File: config.mk
export PLATFORM = sky130hd
export DESIGN_NAME = pico_ctrl
export DESIGN_NICKNAME = d
export VERILOG_FILES = /design/src/rtl/pico_ctrl.sv
export SDC_FILE = /design/constraint.sdc
export NUM_CORES = 1
export LEC_CHECK = 0
export CORE_ASPECT_RATIO = 1.25
export CORE_MARGIN = 2
export CORE_UTILIZATION = 38
export DETAILED_ROUTE_END_ITERATION = 16
export PLACE_DENSITY = 0.87
export SYNTH_ARGS = -nofsm -noshare
export SYNTH_HDL_FRONTEND = slang
export SYNTH_SLANG_ARGS = --single-unit
export TNS_END_PERCENT = 5
File: constraint.sdc
create_clock -name Clock -period 1.96 [get_ports Clock]
set_clock_uncertainty 0.05 [all_clocks]
set_input_delay 0.294 -clock Clock [delete_from_list [all_inputs] [get_ports Clock]]
set_output_delay 0.294 -clock Clock [all_outputs]
set_load 0.01 [all_outputs]
File: src/rtl/pico_ctrl.sv
// pico_ctrl: picoMips fetch/decode/sequencer driving the accumulator ALU, with RUN/WAIT/HALT control.
// Optional PICO_READY_SYNC_EN adds a 2-flop synchroniser on Ready ahead of edge detection.
module pico_ctrl #(
  parameter int PCW = 6
) (
  input  logic           Clock,
  input  logic           Reset,
  input  logic [11:0]    Instr,
  input  logic [7:0]     Acc,
  input  logic [7:0]     SwIn,
  input  logic           Ready,
  output logic [PCW-1:0] PC,
  output logic [7:0]     DataA,
  output logic [7:0]     DataB,
  output logic           WE,
  output logic           UseA,
  output logic           UseMul,
  output logic [7:0]     Out,
  output logic           Halted
);
  typedef enum logic [1:0] {RUN, WAIT, HALT} state_e;
  state_e state_q, state_d;
  logic [PCW-1:0] pc_q, pc_d, pc_inc, tgt;
  logic [7:0] out_q, out_d, imm;
  logic [3:0] op;
  logic rdy, rdy_prev_q, rise, run;
`ifdef PICO_READY_SYNC_EN
  logic [1:0] sync_q;
  always_ff @(posedge Clock) begin
    if (Reset) sync_q <= 2'b00;
    else sync_q <= {sync_q[0], Ready};
  end
  assign rdy = sync_q[1];
`else
  assign rdy = Ready;
`endif
  assign op = Instr[11:8];
  assign imm = Instr[7:0];
  assign tgt = imm[PCW-1:0];
  assign pc_inc = pc_q + PCW'(1);
  assign rise = rdy & ~rdy_prev_q;
  assign run = (state_q == RUN) && !Reset;
  always_comb begin
    DataA = (op == 4'h2 || op == 4'h3) ? Acc : (op == 4'h4 || op == 4'h5) ? SwIn : 8'h00;
    DataB = (op inside {4'h1, 4'h2, 4'h3, 4'h5}) ? imm : 8'h00;
    WE = run && (op inside {[4'h1:4'h5]});
    UseA = run && (op inside {[4'h2:4'h5]});
    UseMul = run && (op == 4'h3);
  end
  always_comb begin
    state_d = state_q;
    pc_d = pc_q;
    out_d = out_q;
    case (state_q)
      RUN: begin
        pc_d = pc_inc;
        case (op)
          4'h6: out_d = Acc;
          4'h7: begin pc_d = pc_q; state_d = WAIT; end
          4'h8: pc_d = tgt;
          4'h9: pc_d = (Acc == 8'h00) ? tgt : pc_inc;
          4'hA: pc_d = Acc[7] ? tgt : pc_inc;
          4'hF: begin pc_d = pc_q; state_d = HALT; end
          default: ;
        endcase
      end
      WAIT: if (rise) begin pc_d = pc_inc; state_d = RUN; end
      default: ;
    endcase
  end
  always_ff @(posedge Clock) begin
    if (Reset) begin
      state_q <= RUN;
      pc_q <= '0;
      out_q <= 8'h00;
      rdy_prev_q <= 1'b0;
    end else begin
      state_q <= state_d;
      pc_q <= pc_d;
      out_q <= out_d;
      rdy_prev_q <= rdy;
    end
  end
  assign PC = pc_q;
  assign Out = out_q;
  assign Halted = (state_q == HALT);
endmodule

==> summary.txt, run 1 <==
Detailed routing
  • Antenna-violating nets left: 0
  • Via Count: 1428
  • Initial drt markers: 55
  • DRC: 0
  • Vias per inst: 5.53
  • Drt wl/cell: 14.9 µm
  • DR pass1 iterations: 4
  • Routed WL: 3.84 mm

Pwr
  • Part of the power in registers: 42.5%
  • Int Pwr: 616 µW
  • Clock power share: 22.6%
  • Switching share of power: 31.3%
  • Net Switching: 281 µW
  • PD cells: 446 nW/µm²
  • Comb pwr share: 34.9%
  • Max VDD drop: 0.370 mV
  • Leakage: 0.891 nW

Critical path
  • CP Max Fanout: 14
  • Critical path class: primary input to output pin
  • Worst Path Required: 1.62 ns
  • CP max stage delay: 0.53 ns
  • Worst setup EP type: output pin
  • Startpoint Class: primary input
  • Highest-delay cell along the critical path: clkdlybuf4s50_1
  • Worst-path cell chain: clkdlybuf4s50_1, buf_6, nor2_4, and2_1, clkdlybuf4s50_1
  • CP delay by family, top: buffers and inverters
  • CP bufs+invs: 3
  • WP data arrival: 1.72 ns
  • Crit-path most repeated cell: clkdlybuf4s50_1
  • Reg2Reg Setup Slack: 0.19 ns

Synth
  • Seq cells post-synth: 17
  • Mapped Area: 1130 µm²
  • Sequential element share of the synthesized area: 30.0%
  • Ys Warns: 0
  • Number of distinct library cells after synthesis: 37
  • Syn Area/Cell: 8.10 µm²
  • Post-Synthesis Cells: 140
  • Syn nets: 172
  • Asr flop ratio synth: 0%
  • Post-synth EDFFs: 0
  • Top_reg_cell synth: dfxtp_1

Timing
  • RSZ-0062 raised after global routing: yes
  • Fin. Hold Viols: 0
  • Fmax: 485 MHz
  • Final setup viols: 2
  • Setup_tns: -0.141 ns
  • Max-slew headroom: 65.5%
  • Slew Limit Fails: 0
  • Final worst setup slack: -0.0999 ns
  • Tmin final: 2.06 ns
  • Worst Max-Slew Pin Slew: 0.505 ns
  • Tcrit/Tclk final: 105%

Floorplan
  • Row cnt: 22
  • I/O Pins: 65
  • Die area: 3440 µm²
  • DIE HEIGHT: 65.1 µm
  • Initial core utilization: 39.2%
  • Core ar.: 2890 µm²
  • Die X-Extent: 52.9 µm

Global route
  • Total Routing Usage GR: 22.7%
  • Vias in the first global route: 1394
  • Largest net degree at the start of global routing: 18
  • Initial antenna violation count: 0
  • Total gr overflow: 0
  • First-pass GRT wire length: 6.09 mm

Placement
  • # port buffers: 64
  • Worst slack at placement: -0.474 ns
  • Post-DP HPWL: 2.94 mm
  • GPL Wtd Cong: 0.794

Clock tree
  • Num CTS Buffers: 3
  • Hold_buf cts: 0
  • Sink Count: 17
  • Clk buf depth: 2
  • H-tree levels: 1
  • Clock Root Buffer: clkbuf_4
  • CTS tree: yes
  • CTS clk-pin slew, worst paths: 0.11 ns
  • Worst skew pair latency: 0.29 ns

Status
  • Status: finished with violations
  • Failing checks: negative setup slack

Layout
  • Commonest non-fill, non-tap cell in the layout: clkdlybuf4s50_1
  • Multi-input gate area: 768 µm²
  • ANT cells: 0
  • Area Overhead vs Synth: 77.5%
  • Filler cells: 237
  • Layout cell share with drive strength beyond 1: 15.8%
  • Commonest cells after routing, fill and taps aside: clkdlybuf4s50_1 (43), buf_4 (22), nor2_1 (20)
  • Final net count: 255
  • Sequential cell area: 340 µm²

Min path
  • Min-Delay Path Class: flip-flop to flip-flop

Run
  • Max-cap violation count: 0
==> power by group through the flow <==
| stage | Clock, mW | Sequential [mW] | Combinational, mW |
|---|---|---|---|
| after floorplan | 0 | 0.391 | 0.118 |
| after global placement | 0 | 0.386 | 0.309 |
| after detailed placement | 0 | 0.388 | 0.315 |
| after CTS | 0.209 | 0.380 | 0.314 |
| after global routing | 0.225 | 0.383 | 0.337 |
| final | 0.202 | 0.381 | 0.313 |
==> worst reg2reg max path: cells and delay by family (launching register included) <==
family / cells / cell delay, ns
compound gates: 3 / 0.85
simple gates: 1 / 0.27
flops: 1 / 0.35
buf+inv: 1 / 0.17
==> metal layers <==
| metal | routed length [µm] | part of all wire [%] | track usage [%] | vias up |
|---|---|---|---|---|
| met4 | 18 | 0.47 | 1.92 | 0 |
| met3 | 318 | 8.3 | 4.84 | 4 |
| met1 | 1470 | 38 | 24.1 | 659 |
| met5 | 0 | 0 | 0 | - |
| li1 | - | - | - | 697 |
| met2 | 2040 | 53 | 45.5 | 68 |
==> flip-flops by register name, summed over array words and instances (netlist names) <==
signal / flops
Out: 8
PC: 6
rdy_prev_q: 1
state_q: 2
==> worst paths after layout <==
check | depth (start not counted) | endpoint | start
max reg2reg | 5 | PC[5] | state_q[0]
min reg2reg | 2 | Out[1] | Out[1]
min | 2 | Out[1] | Out[1]
max | 5 | DataB[1] | Instr[11]
==> metrics by stage <==
| step | instances | util (%) | instance area (µm²) | power, mW | hold WS [ns] |
|---|---|---|---|---|---|
| after CTS | 258 | 69.0 | 1990 | 0.903 | 0.460 |
| after global placement | 254 | 67.9 | 1960 | 0.695 | 0.426 |
| after global routing | 258 | 69.6 | 2010 | 0.944 | 0.497 |
| final | 258 | 69.6 | 2010 | 0.897 | 0.455 |
| after detailed placement | 254 | 67.9 | 1960 | 0.703 | 0.430 |
| after floorplan | 140 | - | 1130 | 0.509 | 0.372 |
==> cell type report <==
| type | count | area share, % |
|---|---|---|
| Timing Repair Buffer | 87 | 40.4 |
| Multi-Input combinational cell | 110 | 38.2 |
| Sequential cell | 17 | 16.9 |
| Tap cell | 36 | 2.24 |
| Clock buffer | 3 | 1.12 |
| Inverter | 4 | 0.746 |
| Clock inverter | 1 | 0.373 |
==> timing repair <==
item,in CTS,in global routing
pin swaps,1,1
hold endpoints to repair,0,0
setup endpoints to repair,19,11
buffers inserted,0,0
gates resized for setup,20,7
==> kinds of logic after synthesis <==
| family | Yosys count | share of synthesized area, % |
|---|---|---|
| buf+inv | 13 | 4.41 |
| mux | 8 | 7.06 |
| simple gates | 66 | 32.3 |
| flops | 17 | 30.0 |
| fa+ha+maj | 1 | 1.10 |
| compound gates | 35 | 25.1 |
==> synthesized netlist by cell type (5+ instances only) <==
master	number	area share (%)
mux2i_1	8	7.1
nand2_1	6	2.0
nor2b_1	5	2.8
clkbuf_1	8	2.6
and2_1	8	4.4
dfxtp_1	17	30
a31oi_1	7	3.9
a22oi_1	8	5.3
nor2_1	21	7.0
No activity file was read; power rests on OpenSTA's default activity.
==> run 2: changes to the inputs <==
--- a/config.mk
+++ b/config.mk
@@ -6,7 +6,7 @@
 export NUM_CORES = 1
 export LEC_CHECK = 0
 export CORE_ASPECT_RATIO = 1.25
-export CORE_MARGIN = 2
+export CORE_MARGIN = 4
 export CORE_UTILIZATION = 38
 export DETAILED_ROUTE_END_ITERATION = 16
 export PLACE_DENSITY = 0.87
==> run 2 against run 1 <==
Against the previous run:
- setup slack improved by 0.16 ns
- sequential share of layout area fell by 0.094 points
- highest routed layer unchanged
- register-to-register slack improved by 0.06 ns
- routed wire length rose by 9.2%
- die area rose by 14%
- the run now ends clean
- largest power group unchanged
==> summary.txt, run 2 (same netlist as run 1, synthesis figures left out) <==
Clock tree
  • Clk buf depth: 2 (unchanged)
  • Sink Count: 17 (unchanged)
  • CTS tree: yes
  • Worst skew pair latency: 0.29 ns (about the same)
  • H-tree levels: 1 (unchanged)
  • CTS clk-pin slew, worst paths: 0.10 ns (about the same)
  • Clock Root Buffer: clkbuf_4
  • Num CTS Buffers: 3 (unchanged)
  • Hold_buf cts: 0 (unchanged)

Run
  • Max-cap violation count: 0 (unchanged)

Timing
  • Worst Max-Slew Pin Slew: 0.467 ns (-0.0380 ns)
  • Max-slew headroom: 68.1% (+2.6 points)
  • RSZ-0062 raised after global routing: yes
  • Final setup viols: 0 (-2)
  • Setup_tns: 0 ns (+0.141 ns)
  • Worst hold slack: 0.285 ns (-0.170 ns)
  • Fmax: 527 MHz (+8.5%)
  • Tcrit/Tclk final: 96.8% (-8.3 points)
  • Tmin final: 1.90 ns (-0.162 ns)
  • Fin. Hold Viols: 0 (unchanged)
  • Slew Limit Fails: 0 (unchanged)

Pwr
  • Max VDD drop: 0.313 mV (-15%)
  • Comb pwr share: 36.1% (+1.2 points)
  • Net Switching: 274 µW (-2.4%)
  • Power Total: 893 µW (-0.36%)
  • Clock power share: 21.2% (-1.4 points)
  • Int Pwr: 619 µW (+0.60%)
  • PD cells: 442 nW/µm² (-0.91%)
  • Part of the power in registers: 42.7% (+0.2 points)
  • Leakage: 0.891 nW (about the same)
  • Switching share of power: 30.7% (-0.66 points)

Floorplan
  • Core ar.: 2760 µm² (-4.5%)
  • I/O Pins: 65 (unchanged)
  • Initial core utilization: 41.1% (+1.9 points)
  • Row cnt: 21 (-4.5%)
  • Die area: 3930 µm² (+14%)
  • DIE HEIGHT: 69.1 µm (+6.1%)
  • Die X-Extent: 56.9 µm (+7.6%)

Global route
  • First-pass GRT wire length: 7.05 mm (+16%)
  • Total gr overflow: 0 (unchanged)
  • Total Routing Usage GR: 21.5% (-1.2 points)
  • Largest net degree at the start of global routing: 18 (unchanged)
  • Initial antenna violation count: 0 (unchanged)
  • Vias in the first global route: 1553 (+11%)

Layout
  • Layout cell share with drive strength beyond 1: 17.4% (+1.6 points)
  • Non-Filler Instances: 258 (unchanged)
  • Final net count: 257 (+0.78%)
  • ANT cells: 0 (unchanged)
  • Largest register FFs: 8 (unchanged)
  • Filler cells: 222 (-6.3%)
  • Commonest non-fill, non-tap cell in the layout: clkdlybuf4s50_1
  • Area Overhead vs Synth: 78.5%
  • Commonest cells after routing, fill and taps aside: clkdlybuf4s50_1 (38), buf_4 (25), dlygate4sd2_1 (21)

Critical path
  • WP data arrival: 1.55 ns (-0.17 ns)
  • FF-to-FF End: PC[5]
  • Worst Path Required: 1.62 ns (about the same)
  • Worst-case reg-to-reg path depth: 5 (unchanged)
  • Critical path class: primary input to output pin
  • CP Max Fanout: 3 (-11)
  • Reg2Reg Setup Slack: 0.25 ns (+0.06 ns)
  • R2R Path Start: state_q[0]
  • Worst setup EP type: output pin
  • Startpoint Class: primary input

Detailed routing
  • Via Count: 1490 (+4.3%)
  • Drt wl/cell: 16.3 µm (+9.2%)
  • Post-Route M1 WL: 1.56 mm (+6.8%)
  • Antenna-violating nets left: 0 (unchanged)
  • Initial drt markers: 45 (-18%)
  • DR pass1 iterations: 4 (unchanged)
  • Top Layer Used: met4
  • Vias per inst: 5.78 (+4.3%)
  • DRC: 0 (unchanged)
  • Met2 wire len: 2.20 mm (+7.7%)
  • Wire length on met3: 333 µm (+4.7%)
  • Routed WL: 4.20 mm (+9.2%)

Placement
  • GPL Wtd Cong: 0.815 (+2.7%)
  • # port buffers: 64 (unchanged)
  • Post-DP HPWL: 3.22 mm (+9.6%)
  • Placed instance count: 254 (unchanged)

Min path
  • Hold depth: 3 (+1)
  • Min-Delay Path Class: primary input to flip-flop
  • Hold Path Sink: Out[5]
  • Hold path start: Acc[5]

Status
  • Status: finished, final reports clean
## run 2: timing repair
action	4_1_cts	5_1_grt
cloned	0	0
pin swaps	2	6
resized for setup	25	9
setup buffers	0	0
setup endpoints to repair	21	13
## run 2: power by group through the flow
stage / Combinational, mW / Sequential (mW) / Clock [mW]
6_report: 0.323 / 0.382 / 0.189
5_1_grt: 0.348 / 0.384 / 0.218
4_1_cts: 0.319 / 0.381 / 0.196
3_5_place_dp: 0.324 / 0.389 / 0
3_3_place_gp: 0.317 / 0.388 / 0
2_1_floorplan: 0.118 / 0.391 / 0
## run 2: critical path: stages
cell and delay, ns:
dlygate4sd2_1 0.28, buf_4 0.15, or3_1 0.36, and3_1 0.19, dlygate4sd2_1 0.28
## run 2: area by class of cell
class	instances	area (µm²)	area share (%)
clock buffer	4	26.3	1.30
inverter	4	15.0	0.742
multi-input combinational	110	785	38.8
sequential	17	340	16.8
tap	34	42.5	2.10
timing repair buffer	89	815	40.3
## run 2: per-layer routing
layer,global-route usage (%),vias up
met5,0,-
met4,6.44,0
met3,5.41,17
met2,40.6,77
met1,22.7,700
li1,-,696
## run 2: worst max path at each step
stage | start | slack [ns] | endpoint
global route | Instr[11] | -0.01 | UseMul
CTS | Instr[8] | 0.02 | DataB[2]
floorplan | Acc[3] | 0.22 | PC[1]
detailed placement | Instr[9] | -0.51 | DataB[2]
global placement | Instr[9] | -0.37 | DataB[4]
finish | Instr[10] | 0.06 | WE
## run 2: metrics by stage
step / worst slack [ns] / util (%) / instance area, µm²
6_report: 0.0620 / 73.3 / 2020
5_1_grt: -0.0107 / 73.3 / 2020
4_1_cts: 0.0169 / 72.1 / 1990
3_5_place_dp: -0.507 / 71.6 / 1980
3_3_place_gp: -0.371 / 71.6 / 1980
2_1_floorplan: 0.217 / - / 1130
==> run 3: changes to the inputs <==
--- a/config.mk
+++ b/config.mk
@@ -9,6 +9,7 @@
 export CORE_MARGIN = 4
 export CORE_UTILIZATION = 38
 export DETAILED_ROUTE_END_ITERATION = 16
+export GPL_TIMING_DRIVEN = 0
 export PLACE_DENSITY = 0.87
 export SYNTH_ARGS = -nofsm -noshare
 export SYNTH_HDL_FRONTEND = slang
==> run 3 against run 2 <==
Against the previous run:
- count of clock-buffer cells in the layout shrank 1
- cell area shrank 6.1%
- sequential cell count is the same
- sequential power is essentially flat
- the flow now finishes with violations (negative setup slack)
- critical path depth is the same
- non-clock buffer count shrank 16
- power shrank 3.0%
- clock power grew 3%
- global-route usage shrank 1.6 points
- sequential share of layout area grew 1.2 points
- die area is the same
==> summary.txt, run 3 (same netlist as run 1, synthesis figures left out) <==
Critical path
  • Startpoint Class: primary input
  • FF-to-FF End: PC[4]
  • Critical path class: primary input to flip-flop
  • WP data arrival: 2.10 ns (+0.55 ns)
  • Worst Path Required: 2.07 ns (+0.45 ns)
  • Worst-path cell chain: clkdlybuf4s50_1, or4_4, o41a_1, o221ai_1, a31oi_1
  • Reg2Reg Setup Slack: 0.32 ns (+0.07 ns)
  • CP bufs+invs: 1 (-2)
  • Highest-delay cell along the critical path: or4_4
  • CP Max Fanout: 6 (+3)
  • Worst-case reg-to-reg path depth: 4 (-1)
  • CP max stage delay: 0.58 ns (+0.22 ns)
  • CP delay by family, top: compound AO/OA/AOI/OAI gates
  • CP startpoint: Acc[3]
  • Worst setup EP type: flip-flop
  • R2R Path Start: state_q[0]

Global route
  • Total Routing Usage GR: 19.9% (-1.6 points)
  • First-pass GRT wire length: 6.57 mm (-6.9%)
  • Initial antenna violation count: 0 (unchanged)
  • Largest net degree at the start of global routing: 12 (-6)
  • Total gr overflow: 0 (unchanged)
  • Vias in the first global route: 1406 (-9.5%)

Status
  • Status: finished with violations
  • Failing checks: negative setup slack

Layout
  • Area Overhead vs Synth: 67.5%
  • Commonest non-fill, non-tap cell in the layout: clkdlybuf4s50_1
  • Multi-input gate area: 777 µm² (-0.96%)
  • Sequential cell area: 342 µm² (+0.37%)
  • Largest register FFs: 8 (unchanged)
  • Commonest cells after routing, fill and taps aside: clkdlybuf4s50_1 (40), nor2_1 (20), dfxtp_1 (16)
  • Final net count: 241 (-6.2%)
  • ANT cells: 0 (unchanged)
  • Layout cell share with drive strength beyond 1: 11.1% (-6.4 points)
  • Filler cells: 228 (+2.7%)
  • Core Util, Final: 68.8% (-4.5 points)

Clock tree
  • Sink Count: 17 (unchanged)
  • CTS tree: yes
  • Worst skew pair latency: 0.29 ns (about the same)
  • H-tree levels: 1 (unchanged)
  • CTS clk-pin slew, worst paths: 0.10 ns (about the same)
  • Clk buf depth: 2 (unchanged)
  • Num CTS Buffers: 3 (unchanged)
  • Hold_buf cts: 0 (unchanged)
  • Clock Root Buffer: clkbuf_4

Min path
  • Hold path start: Acc[1]
  • Hold depth: 3 (unchanged)
  • Min-Delay Path Class: primary input to flip-flop
  • Hold Path Sink: Out[1]

Pwr
  • PD cells: 456 nW/µm² (+3.3%)
  • Leakage: 0.837 nW (-6.1%)
  • Max VDD drop: 0.300 mV (-4.0%)

Detailed routing
  • Met2 wire len: 2.01 mm (-8.6%)
  • Top Layer Used: met4
  • DRC: 0 (unchanged)
  • Initial drt markers: 34 (-24%)
  • Via Count: 1387 (-6.9%)
  • Drt wl/cell: 16.2 µm (-0.37%)
  • DR pass1 iterations: 4 (unchanged)
  • Wire length on met3: 307 µm (-7.8%)
  • Post-Route M1 WL: 1.58 mm (+1.0%)
  • Vias per inst: 5.73 (-0.76%)
  • Antenna-violating nets left: 0 (unchanged)
  • Routed WL: 3.92 mm (-6.6%)

Timing
  • Fin. Hold Viols: 0 (unchanged)
  • Worst Max-Slew Pin Slew: 0.497 ns (+0.0302 ns)
  • Setup_tns: -0.0700 ns (-0.0700 ns)
  • Worst hold slack: 0.375 ns (+0.0901 ns)
  • Slew Limit Fails: 0 (unchanged)
  • Final setup viols: 6 (+6)
  • Max-slew headroom: 66.9% (-1.2 points)
  • Tmin final: 1.98 ns (+0.0864 ns)
  • Final worst setup slack: -0.0244 ns (-0.0864 ns)
  • Tcrit/Tclk final: 101% (+4.4 points)
  • Fmax: 504 MHz (-4.4%)
  • RSZ-0062 raised after global routing: yes

Floorplan
  • Die X-Extent: 56.9 µm (unchanged)
  • Core ar.: 2760 µm² (unchanged)
  • DIE HEIGHT: 69.1 µm (unchanged)
  • Initial core utilization: 41.1% (unchanged)
  • Die area: 3930 µm² (unchanged)
  • Row cnt: 21 (unchanged)
  • I/O Pins: 65 (unchanged)

Placement
  • # port buffers: 63 (-1.6%)
  • Post-DP HPWL: 2.97 mm (-8.0%)
  • Worst slack at placement: -0.795 ns (-0.288 ns)
  • GPL Wtd Cong: 0.842 (+3.2%)

Run
  • Max-cap violation count: 0 (unchanged)
## run 3: power breakdown
part,switching (mW),internal (mW)
combinational,0.132,0.157
sequential,0.0227,0.362
clock,0.118,0.0758
## run 3: final cells by class
class                      count  share of cell area, %
multi-input combinational    110                   40.9
timing repair buffer          65                   34.0
sequential                    17                   18.0
buffer                         8                   2.64
tap                           34                   2.24
clock buffer                   3                   1.19
inverter                       4                  0.791
clock inverter                 1                  0.264
## run 3: metrics by stage
stage	instances	area (µm²)	total power [mW]
floorplan	140	1130	0.509
CTS	240	1850	0.863
global placement	237	1810	0.668
detailed placement	237	1810	0.672
global route	242	1900	0.916
finish	242	1900	0.866
## run 3: layer usage
layer,track usage [%],up-vias
met4,3.87,0
met2,37.0,73
met1,22.9,635
met5,0,-
met3,4.29,6
li1,-,673
## run 3: repair_timing
action	CTS	global route
resized for setup	29	20
pin swaps	5	3
buffers inserted	0	2
endpoints found under the setup margin	26	19
## run 3: worst max path at each step
stage | end | slack, ns | cells after the start
after floorplan | PC[1] | 0.22 | 4
after global placement | DataA[4] | -0.65 | 6
after detailed placement | DataA[7] | -0.80 | 6
after CTS | DataB[6] | -0.17 | 6
after global routing | DataA[2] | -0.13 | 6
final | PC[5] | -0.02 | 5
## run 3: worst min-delay path, cell delays in order
cell	delay, ns
dlymetal6s2s_1	0.21
mux2i_1	0.11
nor2_1	0.07
